===== src/rtl/ram_xfer.sv =====
// Multi-beat transfer engine: serializes a DW-bit store into BW-bit beats, or
// issues read beats and assembles them little-endian with zero/sign extension.
module ram_xfer #(
  parameter int DW     = 64,
  parameter int BW     = 8,
  parameter int AW     = 16,
  parameter int RD_LAT = 1,
  localparam int N     = DW / BW,
  localparam int CW    = $clog2(N) + 1
) (
  input  logic          clk,
  input  logic          rst,
  input  logic          start,
  input  logic          we,
  input  logic          sext,
  input  logic [CW-1:0] len,
  input  logic [AW-1:0] addr,
  input  logic [DW-1:0] d,
  output logic          busy,
  output logic          done,
  output logic [DW-1:0] q,
  output logic          mem_en,
  output logic          mem_we,
  output logic [AW-1:0] mem_addr,
  output logic [BW-1:0] mem_wd,
  input  logic [BW-1:0] mem_rd
);

  typedef enum logic [1:0] {S_IDLE, S_WR, S_RD, S_DRAIN} state_t;

  state_t            r_state;
  state_t            w_state_next;
  logic              r_busy;
  logic              r_done;
  logic [DW-1:0]     r_q;
  logic              r_mem_en;
  logic              r_mem_we;
  logic [AW-1:0]     r_mem_addr;
  logic [BW-1:0]     r_mem_wd;
  logic              r_sext;
  logic [AW-1:0]     r_addr;
  logic [CW-1:0]     r_len;
  logic [DW-1:0]     r_d;
  logic [CW-1:0]     r_k;
  logic [CW-1:0]     r_rk;
  logic [DW-1:0]     r_acc;
  logic [RD_LAT-1:0] r_pipe;

  logic [CW-1:0]     w_len_clamp;
  logic              w_all_issued;
  logic              w_rd_valid;
  logic              w_last_cap;
  logic              w_sign;
  logic [DW-1:0]     w_acc_next;
  logic [DW-1:0]     w_q_next;

  assign w_len_clamp  = (len > CW'(N)) ? CW'(N) : len;
  assign w_all_issued = (r_k == r_len);
  // r_pipe[i] marks a read issued i+1 cycles ago; the top bit means mem_rd is live now.
  assign w_rd_valid   = r_pipe[RD_LAT-1];
  assign w_last_cap   = w_rd_valid && (r_rk == r_len - CW'(1));
  // The final beat is always the one arriving on the capture edge, so its MSB is the sign.
  assign w_sign       = r_sext & mem_rd[BW-1];

  always_comb begin
    w_acc_next = r_acc;
    for (int j = 0; j < N; j++) begin
      if (CW'(j) == r_rk) w_acc_next[j*BW +: BW] = mem_rd;
    end
  end

  always_comb begin
    w_q_next = '0;
    for (int j = 0; j < N; j++) begin
      if (CW'(j) < r_len) w_q_next[j*BW +: BW] = w_acc_next[j*BW +: BW];
      else                w_q_next[j*BW +: BW] = {BW{w_sign}};
    end
  end

  always_ff @(posedge clk) begin
    if (rst) r_state <= S_IDLE;
    else     r_state <= w_state_next;
  end

  always_comb begin
    w_state_next = r_state;
    case (r_state)
      S_IDLE:  if (start && w_len_clamp != '0) w_state_next = we ? S_WR : S_RD;
      S_WR:    if (w_all_issued) w_state_next = S_IDLE;
      S_RD:    if (w_all_issued) w_state_next = S_DRAIN;
      S_DRAIN: if (w_last_cap) w_state_next = S_IDLE;
      default: w_state_next = S_IDLE;
    endcase
  end

  always_ff @(posedge clk) begin
    if (rst) begin
      r_busy     <= 1'b0;
      r_done     <= 1'b0;
      r_q        <= '0;
      r_mem_en   <= 1'b0;
      r_mem_we   <= 1'b0;
      r_mem_addr <= '0;
      r_mem_wd   <= '0;
      r_sext     <= 1'b0;
      r_addr     <= '0;
      r_len      <= '0;
      r_d        <= '0;
      r_k        <= '0;
      r_rk       <= '0;
      r_acc      <= '0;
      r_pipe     <= '0;
    end else begin
      r_done    <= 1'b0;
      r_pipe[0] <= r_mem_en & ~r_mem_we;
      for (int i = 1; i < RD_LAT; i++) r_pipe[i] <= r_pipe[i-1];
      if (w_rd_valid) begin
        r_acc <= w_acc_next;
        r_rk  <= r_rk + CW'(1);
      end
      case (r_state)
        S_IDLE: begin
          if (start) begin
            r_sext <= sext;
            r_addr <= addr;
            r_len  <= w_len_clamp;
            r_d    <= d >> BW;
            r_rk   <= '0;
            if (w_len_clamp == '0) begin
              r_done <= 1'b1;
            end else begin
              r_busy     <= 1'b1;
              r_mem_en   <= 1'b1;
              r_mem_we   <= we;
              r_mem_addr <= addr;
              if (we) r_mem_wd <= d[BW-1:0];
              r_k        <= CW'(1);
            end
          end
        end
        S_WR, S_RD: begin
          if (w_all_issued) begin
            r_mem_en <= 1'b0;
            r_mem_we <= 1'b0;
            if (r_state == S_WR) begin
              r_busy <= 1'b0;
              r_done <= 1'b1;
            end
          end else begin
            r_mem_addr <= r_addr + AW'(r_k);
            if (r_state == S_WR) begin
              r_mem_wd <= r_d[BW-1:0];
              r_d      <= r_d >> BW;
            end
            r_k <= r_k + CW'(1);
          end
        end
        S_DRAIN: begin
          if (w_last_cap) begin
            r_busy <= 1'b0;
            r_done <= 1'b1;
            r_q    <= w_q_next;
          end
        end
        default: ;
      endcase
    end
  end

  assign busy     = r_busy;
  assign done     = r_done;
  assign q        = r_q;
  assign mem_en   = r_mem_en;
  assign mem_we   = r_mem_we;
  assign mem_addr = r_mem_addr;
  assign mem_wd   = r_mem_wd;

endmodule


===== config.mk =====
export PLATFORM = sky130hd
export DESIGN_NAME = ram_xfer
export DESIGN_NICKNAME = d
export VERILOG_FILES = /design/src/rtl/ram_xfer.sv
export SDC_FILE = /design/constraint.sdc
export NUM_CORES = 1
export LEC_CHECK = 0
export ABC_AREA = 1
export BUFFER_PORTS_ARGS = -buffer_cell sky130_fd_sc_hd__buf_2
export CORE_MARGIN = 8
export CORE_UTILIZATION = 50
export DETAILED_ROUTE_END_ITERATION = 6
export GPL_ROUTABILITY_DRIVEN = 0
export HOLD_SLACK_MARGIN = 0.15
export PLACE_DENSITY = 0.72
export RECOVER_POWER = 100
export SETUP_SLACK_MARGIN = 0.5
export SLEW_MARGIN = 5
export SYNTH_ARGS = -nofsm -noshare
export SYNTH_HDL_FRONTEND = slang
export SYNTH_SLANG_ARGS = --single-unit
export TNS_END_PERCENT = 100

===== constraint.sdc =====
create_clock -name clk -period 2.6 [get_ports clk]
set_input_delay 0.52 -clock clk [delete_from_list [all_inputs] [get_ports clk]]
set_output_delay 0.52 -clock clk [all_outputs]
set_load 0.01 [all_outputs]

Word level (Yosys, flattened, before mapping) --
Index checks and enable logic that the tools add are counted.
Cells by class: add/sub/neg operators 4, magnitude comparators 9, equal/unequal tests 22, muxes and demuxes 61, bitwise operators 3, reduce and logical (&&, ||, !) cells 16
Operator list (count):
- 64-bit two-way mux | 3
- 8-bit two-way mux | 21
- 64-bit one-hot mux with 2 select lines | 1
- 16-bit two-way mux | 3
- 16-bit one-hot mux with 2 select lines | 1
- 4-bit two-way mux | 7
- 2-bit inequality test (second input constant) | 10
- 16-bit by 4-bit adder with 16-bit output | 1
- 3-bit by 4-bit equality test with 1-bit output (first input constant) | 4
- 3-bit by 4-bit < comparator with 1-bit output (first input constant) | 4
- 8-bit one-hot mux with 2 select lines | 1
- 4-bit AND reduction | 4
- 1-bit two-way mux | 13
- 2-bit two-way mux | 5
- 4-bit by 1-bit adder with 4-bit output (second input constant) | 2
- 2-bit by 4-bit equality test with 1-bit output (first input constant) | 2
- 4-bit equality test | 2
- 4-bit logical NOT | 2
- 1-bit by 4-bit < comparator with 1-bit output (first input constant) | 2
- 2-bit by 4-bit < comparator with 1-bit output (first input constant) | 2
- 2-bit one-hot mux with 4 select lines | 1
- 4-bit one-hot mux with 2 select lines | 1
- 1-bit one-hot mux with 3 select lines | 2
- 6-bit AND reduction | 1
- other kinds (15) | 20
Storage, ports and cells: bits in registers 252, bits of input ports 97

Depth between registers and ports, before layout --
Gate-level depths: netlist of the first run.
depth in word-level cells 6, mapped depth 13

Worst setup path after synthesis of the first run --
OpenSTA, ideal clock, no wires.
kind flip-flop to flip-flop, from register r_state[0], to register r_d[16], setup time 113 ps, data arrival time 1692 ps, data required time 2487 ps, slack 795 ps, cell stages (with the launch flop) 11, path buffers 3, period minus slack after synthesis 1805 ps, cells stage by stage dfxtp_1 inv_1 ha_1 buf_2 nand2_1 a21oi_4 nand2_2 buf_6 buf_4 o21ai_1 nor2_1
On the way: cells in the longest elaborated chain, start to end 4, elaborated cells between the ends (all ways) 10, those cells by class 5 x eq/ne; 1 x mux; 4 x reduce/logical
RTL lines:
- start, declared | line 31 | state_t r_state;
- start signal, assigned | line 82 | else r_state <= w_state_next;
- 2-bit by 1-bit equality test with 1-bit output or 2-bit equality test (tied branches) | line 121, 151
- 2-bit OR reduction | line 121 | case (r_state)
- 2-bit inequality test (no line) or 2-bit nonzero test (tied branches)
- 4-bit AND reduction (no line)
- end signal, assigned | line 127 | r_d <= d >> BW;
- end signal, assigned | line 153 | r_d <= r_d >> BW;
- end, declared | line 43 | logic [DW-1:0] r_d;
Several ways; a longest one is shown, not always the timed one. A chain may end at the register's enable or synchronous reset.

Worst setup path after layout of the first run --
from register r_state[0], to register r_mem_wd[5] (netlist: mem_wd[5])
On the way: cells in the longest elaborated chain, start to end 4, elaborated cells between the ends (all ways) 12, those cells by class 7 x eq/ne; 1 x mux; 4 x reduce/logical
RTL lines:
- 2-bit by 1-bit equality test with 1-bit output or 2-bit equality test (tied branches) | line 121, 151
- 2-bit OR reduction | line 121
- 2-bit inequality test (no line) or 2-bit nonzero test (tied branches)
- 6-bit AND reduction (no line)
- end signal, assigned | line 136 | if (we) r_mem_wd <= d[BW-1:0];
- end signal, assigned | line 152 | r_mem_wd <= r_d[BW-1:0];
- end, declared | line 39 | logic [BW-1:0] r_mem_wd;
Several ways; a longest one is shown, not always the timed one.

==> results list, run 1 <==
- Fmax: 457 MHz
- Data required time of the critical path: 3.00 ns
- In this run, CTS created clock tree buffers numbering 27.
- Number of nets in the synthesized netlist: 1856
* List of cells traversed by the critical path: inv_1, ha_1, nand2_1, nand2_1, nand2_1, inv_4, nand2_2, nor2_4, buf_4, nand2_1, nand2_1, a21oi_1
* Post-Synthesis Cells: 1742
- Clock Path Buffers: 3
* Cell with the most instances after synthesis: nand2_1
- Path type of the worst min-delay path: in2reg
* Post-layout util: 59.2%
* Number of standard-cell rows in the floorplan: 56
* Antenna Diode Count: 0
- For this design the top-level I/O count stands at 189.
- After the last flow step, the layout net total stands at 2007.
* Setup slack of the worst register-to-register path: 0.41 ns
- CP max-delay cell: ha_1
* Wire length of the first global-routing pass: 50.9 mm
* Count of yosys warnings during synthesis: 0
- Number of input and output port buffers inserted: 188
- STA classifies the critical path endpoint as a register.
- Number of max-cap violations: 0
* Placeable core region: 23300 µm²
- Once the floorplan was initialized, standard cells occupied 50.6% of the core.
- The die is 169 µm wide.
- Full die area: 28700 µm²
* CTS root buf: clkbuf_16
- Source of the worst hold timing path: len[2]
- Number of sinks driven by the clock tree: 244
* Startpoint types: register
- The startpoint identified for the worst register-to-register timing path is r_state[0].
* Share of cells above drive strength 1: 9.79%
* Top cell type by total area after synthesis: dfxtp_1
- The later pin in the worst-skew pair is clocked with a latency of 0.53 ns.
- Most used DFF post-synth: dfxtp_1
* Worst Path Arrival: 2.59 ns
- Entering global routing, the biggest net connects 76 pins.
* Leakage power figure: 6.33 nW
* Final critical-path required period: 2.19 ns
- Clock tree from TritonCTS: yes
- Via count: 11400
* Worst hold path depth: 3
- Via count of the first global-routing pass: 10400
- Worst Hold End: r_len[2]
- Setup violations remaining at the end of the flow were counted as 0.
- Detailed placer's ending HPWL: 20.5 mm
- Using the TritonRoute via totals, the vias-per-cell ratio works out to 5.12.
- For the pin with the worst max-slew slack, the measured transition is 1.01 ns.
- Area growth, synth to finish: 17.1%
* Cell type with the highest occurrence count on the critical path: nand2_1
* Reg-to-reg endpoint: mem_wd[5]
- Overall track demand over capacity in global routing: 20.9%
* Share of the synthesized area in the top cell type: 41.5%
- After detailed placement, the total cell area comes to 12800 µm².
- First-pass iteration count of the detailed router: 7
- After clock tree synthesis, the clock-pin slew on the worst setup and hold paths is 0.06 ns.
* Headroom to the max-slew limit: 32.7%
- Proportion of register bits with asynchronous set or reset after synthesis: 0%
- The critical path in this run is classified as reg2reg.
- Grouping stages by cell kind, the critical path spends the most delay in simple AND/OR/NAND/NOR gates.
* Delay contributed by the slowest stage of the critical path: 0.41 ns
- Final antenna-violating net count: 0
* Number of enable-type register cells in the synthesized netlist: 0
- Cell area after synthesis: 11800 µm²
- H-tree levels: 1
- Setup_tns: 0 ns
* Share of the cycle needed by the critical path after routing: 84.2%
- The number of cells on the worst reg-to-reg path is 12.
- Once layout is done, the placed cells without fillers occupy 13800 µm².
- Routed Wire Length: 32.8 mm
* Final setup skew: 0.0103 ns
- Buffers and inverters on the worst path: 3
* Final Total Pwr: 13.5 mW
- Slew Viols, Final: 0
* Residual DRC count: 0
- The first routing iteration left 876 violations.
- Avg Cell Area, Syn: 6.75 µm²
* Top cell types by occurrence after synthesis: 418 x nand2_1, 244 x dfxtp_1, 238 x inv_1
- Final Hold Viols: 0
- Flip-flop and latch count after synthesis: 244
* Wire length per cell after detailed routing: 14.7 µm
- Number of antenna violations at the first check in global routing: 4
- Power per cell area: 977 nW/µm²
- Top fanout value on the critical path: 14
- Setup repair after global routing could not meet its margin everywhere.
- Die Span Y: 169 µm
* VDD IR-drop max: 0.569 mV
* Dominant cells by area after synthesis: dfxtp_1 42%, nand2_1 13%, o21ai_0 8.1%
- Summed over all layers, the global routing overflow is 0.
- Status: complete, no violations
- Synthesis instantiated 32 different standard cells from the library.
- Sequential cells were found to cover 41.5% of the synthesized design area.
[cell families (layout without fill, tap and decap cells)]
group,count (synthesis),in the layout,synth area share (%)
simple gates,654,655,21.9
compound gates,462,462,21.2
buf+inv,347,514,12.1
flops,244,244,41.5
fa+ha+maj,17,17,1.87
xor+xnor,9,9,0.670
mux,9,9,0.766
[worst min-delay path: stages]
cell and delay [ns]:
buf_2 0.10, nand3_1 0.07, o21ai_0 0.06
[through the flow]
stage | cells | worst slack (ns) | hold slack, ns
final | 2229 | 0.410 | 0.259
after global routing | 2229 | 0.240 | 0.257
after CTS | 2214 | 0.508 | 0.242
after detailed placement | 2165 | 0.325 | 0.432
after global placement | 2165 | 0.408 | 0.429
after floorplan | 1742 | 0.795 | 0.439
[sequential cells by signal, summed over array words and instances (netlist names)]
register and count:
busy 1, done 1, mem_addr 16, mem_en 1, mem_wd 8, mem_we 1, q 64, r_acc 64
r_addr 16, r_d 56, r_k 4, r_len 4, r_pipe 1, r_rk 4, r_sext 1, r_state 2
[layout by cell type (no fill, tap or decap), types with 3 or more instances in the layout]
| master | n |
|---|---|
| buf_4 | 13 |
| nand3_1 | 42 |
| buf_12 | 6 |
| xnor2_1 | 3 |
| inv_2 | 6 |
| a211oi_1 | 3 |
| dfxtp_1 | 240 |
| nand4_1 | 4 |
| nor2_1 | 171 |
| nand2_1 | 422 |
| o21ai_0 | 222 |
| inv_1 | 238 |
| xor2_1 | 6 |
| inv_4 | 4 |
| o211ai_1 | 65 |
| clkbuf_1 | 102 |
| ha_1 | 15 |
| mux2i_1 | 9 |
| a21oi_1 | 115 |
| buf_2 | 96 |
| clkbuf_16 | 31 |
| nor3_1 | 6 |
| clkinv_2 | 5 |
| o21ai_1 | 56 |
| clkbuf_8 | 4 |
[where the power goes]
group | internal (mW) | switching (mW) | total, mW
combinational | 1.63 | 3.23 | 4.86
sequential | 4.50 | 0.482 | 4.98
clock | 2.11 | 1.51 | 3.61
total | 8.24 | 5.22 | 13.5
[repair_timing]
item / 4_1_cts / 5_1_grt
buffers inserted: 2 / 8
hold buffers: 0 / 0
pin swaps: 1 / 4
setup endpoints to repair: 121 / 145
hold endpoints to repair: 0 / 0
gates resized for setup: 7 / 26
gates cloned: 1 / 7
[worst max path at each step]
stage,from,endpoint,cells after the start
finish,r_state[0],mem_wd[5],12
global route,r_state[0],mem_wd[5],12
CTS,r_state[1],mem_addr[2],10
detailed placement,r_state[0],mem_wd[3],8
global placement,r_state[1],mem_wd[1],8
floorplan,r_state[0],r_d[16],10
[area by class of cell]
cell class                 count  area [µm²]
fill                        2313        9490
multi-input combinational   1152        5460
tap                          319         399
clock inverter                 8        70.1
sequential                   244        4890
clock buffer                  38         757
inverter                     248         941
timing repair buffer         220        1240
[layer usage]
| layer | track usage, % | vias up | part of all wire [%] |
|---|---|---|---|
| li1 | - | 5851 | - |
| met5 | 0 | - | 0.17 |
| met1 | 27.5 | 5131 | 44 |
| met4 | 5.69 | 8 | 2.6 |
| met3 | 4.37 | 68 | 7.6 |
| met2 | 34.2 | 363 | 46 |
Power figures use the tool's default switching activity.
==> run 2, diff against run 1 <==
--- a/config.mk
+++ b/config.mk
@@ -12,7 +12,7 @@
 export DETAILED_ROUTE_END_ITERATION = 6
 export GPL_ROUTABILITY_DRIVEN = 0
 export HOLD_SLACK_MARGIN = 0.15
-export PLACE_DENSITY = 0.72
+export PLACE_DENSITY = 0.75
 export RECOVER_POWER = 100
 export SETUP_SLACK_MARGIN = 0.5
 export SLEW_MARGIN = 5
==> constraint.sdc (replaced) <==
create_clock -name clk -period 1.9 [get_ports clk]
set_input_delay 0.38 -clock clk [delete_from_list [all_inputs] [get_ports clk]]
set_output_delay 0.38 -clock clk [all_outputs]
set_load 0.01 [all_outputs]
==> run 2 against run 1 <==
Compared with the run above:
- the run now ends with design-rule violations left
- setup slack got worse by 0.33 ns
- cell area rose by 21%
- clock power rose by 43%
- sequential share of layout area fell by 5.8 points
- cell count rose by 5.7%
- hold slack got worse by 0.057 ns
- sequential cell count did not move
- critical endpoint is now r_d[10]
==> results list, run 2 (synthesis gave the netlist of run 1 again) <==
- Summed over all cells, the static leakage comes to 7.36 nW.
* Path type of the worst min-delay path: in2reg
* Die Span Y: 169 µm
- Headroom to the max-slew limit: 60.8%
- Clock-pin slew was measured on the worst setup and hold paths at 0.06 ns.
- The final-report hold violation count was 0.
- In this run, the number of DRC markers left after iteration 0 of detailed routing was 1132.
- Area growth, synth to finish: 41.3%
- Dividing the detail-routed wire length by the instance count gives 17.4 µm.
- From left edge to right edge, the die measures 169 µm.
- 189 I/O pins were placed.
- The worst-case IR drop observed on VDD is 1.06 mV.
* Clock latency reported for the late side of the worst-skew pair: 0.54 ns
- Initial cell density of the core: 50.6%
- The worst setup path is of the reg2reg kind.
- Per report_power, the sequential group accounts for 29.7% of the total.
* Power per cell area: 1410 nW/µm²
- First-pass iteration count of the detailed router: 7
- Share of cells above drive strength 1: 26.7%
* Transition time at the pin with the least slew margin: 0.588 ns
- The checks that failed: design-rule violations.
* Status: finished with violations
- Fill cells in the final layout number 1767.
- The tightest hold path in the finished design has a slack of 0.203 ns.
- Wire length of the first global-routing pass: 61.7 mm
- Final antenna-violating net count: 0
* CTS root buf: clkbuf_16
* Cell-internal power: 13.9 mW
- Overall track demand over capacity in global routing: 25.8%
* Fmax: 548 MHz
- Cells on worst reg2reg path: 8
- Buffers inserted during clock tree synthesis total 27.
- Comb power frac: 48.3%
- Number of standard-cell rows in the floorplan: 56
* Startpoint types: register
- In this run the worst path has a maximum fanout of 28.
* Leading cell type in the layout, fill and taps excluded: nand2_1
* Net switching power figure: 9.59 mW
- The clock passes through at most 3 buffers.
* Residual DRC count: 1
- The clock period could shrink to 1.82 ns.
- The max-slew violation total from the final report is 0.
- Share of the cycle needed by the critical path after routing: 96.0%
* Setup violators final: 0
* Worst hold path depth: 5
- The via count of the first global-routing pass came to 12400.
* Sw Share: 40.8%
- Top library cells by usage in the layout, fill and taps aside: 377 x nand2_1, 230 x inv_1, 216 x dfxtp_1, 145 x o21ai_0, 127 x nor2_1
* H-tree levels: 1
* Largest net degree at the start of global routing: 67
* Clock tree from TritonCTS: yes
- In this run the tool buffered the top-level ports with 188 buffer cells.
- The clock arrives with 0.00974 ns of skew.
- Routed Wire Length: 41.1 mm
- Number of antenna violations at the first check in global routing: 2
- Element type at the critical path end: register
* Detailed placer's ending HPWL: 21.1 mm
- 0 antenna diodes ended up in the layout.
- The share of total power dissipated in the clock network is 21.9%.
* Total gr overflow: 0
- Dividing the detail-routed via count by the number of cells gives 5.52.
- The tool flagged a number of max-cap violations equal to 0.
* Unrepaired setup endpoints after global routing: yes
- Placeable core region: 23300 µm²
- For this run, the post-layout net count is 2136.
* Post-layout util: 71.5%
* Via count: 13000
* Number of sinks driven by the clock tree: 244
- Data on the critical path is required at its endpoint by 2.36 ns.
* Full die area: 28700 µm²
- Worst Path Arrival: 2.28 ns
==> run 2: through the flow <==
stage	total power [mW]	setup TNS, ns	cells	worst slack, ns	cell area [µm²]
2_1_floorplan	12.1	0	1742	0.248	12100
3_3_place_gp	13.8	0	2187	0.121	13300
4_1_cts	23.3	0	2339	0.109	16600
5_1_grt	24.7	-0.00291	2356	-0.00207	16600
3_5_place_dp	13.9	0	2187	0.0343	13300
6_report	23.5	0	2356	0.0763	16600
==> run 2: power groups by stage <==
| stage | registers, mW | clock network [mW] | logic, mW |
|---|---|---|---|
| floorplan | 6.84 | 0 | 5.30 |
| global placement | 6.82 | 0 | 6.94 |
| detailed placement | 6.85 | 0 | 7.05 |
| CTS | 6.88 | 5.15 | 11.3 |
| global route | 7.09 | 5.38 | 12.2 |
| finish | 6.99 | 5.15 | 11.4 |
==> run 2: critical path, cell delays in order, from the launching register on <==
cell,delay (ns)
dfxtp_1,0.34
inv_1,0.09
ha_4,0.33
buf_6,0.16
clkbuf_4,0.38
nand2_1,0.11
nand2_1,0.09
o21ai_0,0.08
nor2_1,0.16
==> run 2: path summary, 6_finish.rpt <==
path,from,endpoint,slack (ns)
hold reg to reg,q[35],q[35],0.44
setup reg to reg,r_state[0],r_d[10],0.08
setup / recovery,r_state[0],r_d[10],0.08
hold / removal,d[40],r_d[32],0.20
==> run 2: repair_timing <==
item | in CTS | in global routing
endpoints found under the hold margin | 33 | 0
hold buffers | 29 | 0
endpoints found under the setup margin | 250 | 288
gates cloned | 25 | 6
buffers inserted | 54 | 11
resized for setup | 359 | 130
pin swaps | 84 | 27
==> run 2: cell type report <==
| class | count | area, µm² | share of cell area [%] |
|---|---|---|---|
| clock buffer | 40 | 764 | 4.60 |
| clock inverter | 4 | 71.3 | 0.429 |
| inverter | 248 | 992 | 5.97 |
| multi-input combinational | 1159 | 6780 | 40.8 |
| sequential | 244 | 4940 | 29.7 |
| tap | 319 | 399 | 2.40 |
| timing repair buffer | 342 | 2680 | 16.1 |
==> run 2: layer usage <==
| metal | track usage (%) | share of wire, % |
|---|---|---|
| met3 | 5.28 | 8.0 |
| met2 | 44.6 | 48 |
| met1 | 30.4 | 39 |
| met4 | 12.0 | 5.2 |
| met5 | 0 | 0.066 |
==> run 3, diff against run 2 <==
--- a/config.mk
+++ b/config.mk
@@ -6,7 +6,7 @@
 export NUM_CORES = 1
 export LEC_CHECK = 0
 export ABC_AREA = 1
-export BUFFER_PORTS_ARGS = -buffer_cell sky130_fd_sc_hd__buf_2
+export BUFFER_PORTS_ARGS = -buffer_cell sky130_fd_sc_hd__clkbuf_2
 export CORE_MARGIN = 8
 export CORE_UTILIZATION = 50
 export DETAILED_ROUTE_END_ITERATION = 6
==> run 3 against run 2 <==
Compared with the run above:
- the flow finishes with violations (negative setup slack)
- global-route usage decreased by 1.9 points
- cell count decreased by 0.81%
- sequential cell count unchanged
- sequential share of layout area decreased by 0.42 points
- via count decreased by 1.4%
- routed wire length decreased by 2.4%
- cell area increased by 1.3%
- total power increased by 0.51%
- hold slack got worse by 0.046 ns
- clock skew increased by 0.0086 ns
- critical endpoint is now r_d[45]
- largest power group unchanged
==> results list, run 3 (synthesis gave the netlist of run 1 again) <==
* Initial cell density of the core: 50.6%
- The number of antenna diodes in the final layout is 0.
- Wire length per cell after detailed routing: 17.2 µm
- In this run the worst setup path begins at r_state[0].
* Violation count after the first detailed-routing iteration: 1112
* Leading cell type in the layout, fill and taps excluded: nand2_1
- Counting tap cells, the placed design contains a total of 2186 instances.
- Worst Hold Margin: 0.157 ns
- Final Hold Viols: 0
* Number of input and output port buffers inserted: 188
* Number of top-level design ports: 189
- Clock tree from TritonCTS: yes
- Residual DRC count: 0
- After the last flow step, the layout net total stands at 2113.
* Via count of the first global-routing pass: 11800
* Number of sinks driven by the clock tree: 244
* Final Worst Setup Slack: -0.00930 ns
* VDD IR-drop max: 1.07 mV
* Area used by multi-input combinational logic: 7040 µm²
- The run finished, with violations left.
- Top fanout value on the critical path: 20
- The detail route stage leaves a number of antenna-violating nets equal to 0.
- Final critical-path required period: 1.91 ns
- For this design the static power due to leakage is 7.40 nW.
- Post-CTS clock slew at the launch and capture registers of the worst setup and hold paths: 0.07 ns
- The max-slew violation total from the final report came to 0.
- Clock latency reported for the late side of the worst-skew pair: 0.53 ns
- H-tree levels: 1
* Number of max-cap violations: 0
- Setup repair after global routing could not meet its margin everywhere.
* Transition time at the pin with the least slew margin: 0.957 ns
- After detailed routing, the number of vias per cell comes to 5.48.
* List of cells traversed by the critical path: inv_4, ha_4, nand2_4, a21oi_4, nand2_8, inv_4, buf_8, nor2_1, nor2_1
* Final setup skew: 0.0183 ns
- Counting both buffers and inverters, the worst setup path holds a total of 3.
- The area growth from synthesis to layout is 43.1%.
- In this run the core area contains 56 standard-cell rows.
* Routed Wire Length: 40.1 mm
- Total gr overflow: 0
- Largest net degree at the start of global routing: 95
- Data required time of the critical path: 2.34 ns
- Overall track demand over capacity in global routing: 23.9%
- Path type of the worst min-delay path: in2reg
* Via count: 12800
- STA classifies the critical path endpoint as a register.
- Startpoint types: register
* Source of the worst hold timing path: we
- Violated checks: negative setup slack
- WS Path Type: reg2reg
- Counting along the longest clock path gives a buffer depth of 3.
- Finished layout cell area: 16800 µm²
* Number of inserted filler cells in the final layout: 1732
- The cell family contributing the most delay on the critical path is simple AND/OR/NAND/NOR gates.
* Worst hold path depth: 3
- Fmax: 524 MHz
- Detailed placer's ending HPWL: 21.5 mm
* Power per cell area: 1400 nW/µm²
- In the layout the commonest cells are 388 x nand2_1, 230 x inv_1, 229 x dfxtp_1, 145 x nor2_1, 117 x o21ai_0.
- Share of the cycle needed by the critical path after routing: 100%
- The tree is rooted in a clkbuf_16.
- Of the cells placed in the final design, the portion with a size suffix greater than 1 is 27.5%.
- The core region is 23300 µm².
- After layout, the design draws a total of 23.6 mW.
- The initial antenna violation count is 1.
- Headroom to the max-slew limit: 36.2%
- For this run, the slowest stage of the critical path takes 0.37 ns.
- In this run the critical register-to-register path is launched from r_state[0].
- Non-Filler Instances: 2337
- FF+latch area: 4930 µm²
- In this run, CTS created clock tree buffers numbering 27.
* First-pass iteration count of the detailed router: 5
* Cells on worst reg2reg path: 9
- Data on the critical path arrives at its endpoint at 2.35 ns.
* Setup violators final: 1
- CP max-delay cell: dfxtp_1
* Die boundary width: 169 µm
* Die Span Y: 169 µm
* Placed instance area: 13200 µm²
* Wire length of the first global-routing pass: 57.5 mm
- The die covers 28700 µm².
* Number of logic stages on the critical path including buffering: 9
run 3: cell types whose count changed in the layout (fill, tap and decap cells not counted), sizes merged:
cell         change
clkbuf          +90
nand2            -1
inv              -1
bufbuf           -1
dlygate4sd3      -2
nand3            -2
clkinv           +8
bufinv           +2
buf            -112
run 3: final timing paths:
| kind | to | slack [ns] |
|---|---|---|
| hold reg to reg | q[37] | 0.44 |
| setup / recovery | r_d[45] | -0.009 |
| setup reg to reg | r_d[45] | -0.009 |
| hold / removal | mem_we | 0.16 |
run 3: cell type report:
type                       count  area share, %
clock buffer                  35           4.44
clock inverter                13          0.981
inverter                     248           5.78
multi-input combinational   1156           41.8
sequential                   244           29.3
tap                          319           2.37
timing repair buffer         322           15.3
run 3: worst min-delay path: stages:
cell	delay (ns)
clkbuf_2	0.12
nand3_1	0.08
a21oi_1	0.06
run 3: routing by layer:
layer / GRT usage [%] / routed length [µm]
met5: 0 / 9
met4: 8.39 / 1750
met3: 4.47 / 3090
met2: 42.1 / 19800
met1: 28.7 / 15500
run 3: power by group:
part	internal [mW]	switching, mW	total, mW
registers	6.17	0.784	6.95
logic	4.62	6.63	11.2
clock network	3.30	2.13	5.43
run 3: through the flow:
step | utilization [%] | setup WS, ns | TNS (ns)
4_1_cts | 67.7 | 0.0808 | 0
6_report | 72.4 | -0.00930 | -0.00930
3_5_place_dp | 56.9 | -0.0143 | -0.0192
5_1_grt | 72.4 | -0.0574 | -0.721
3_3_place_gp | 56.9 | 0.0984 | 0
2_1_floorplan | - | 0.248 | 0
run 3: repair_timing:
item / in CTS / in global routing
hold endpoints to repair: 31 / 0
gates cloned: 16 / 12
hold buffers: 27 / 0
endpoints found under the setup margin: 264 / 302
pin swaps: 22 / 85
setup buffers: 29 / 19
resized for setup: 203 / 258
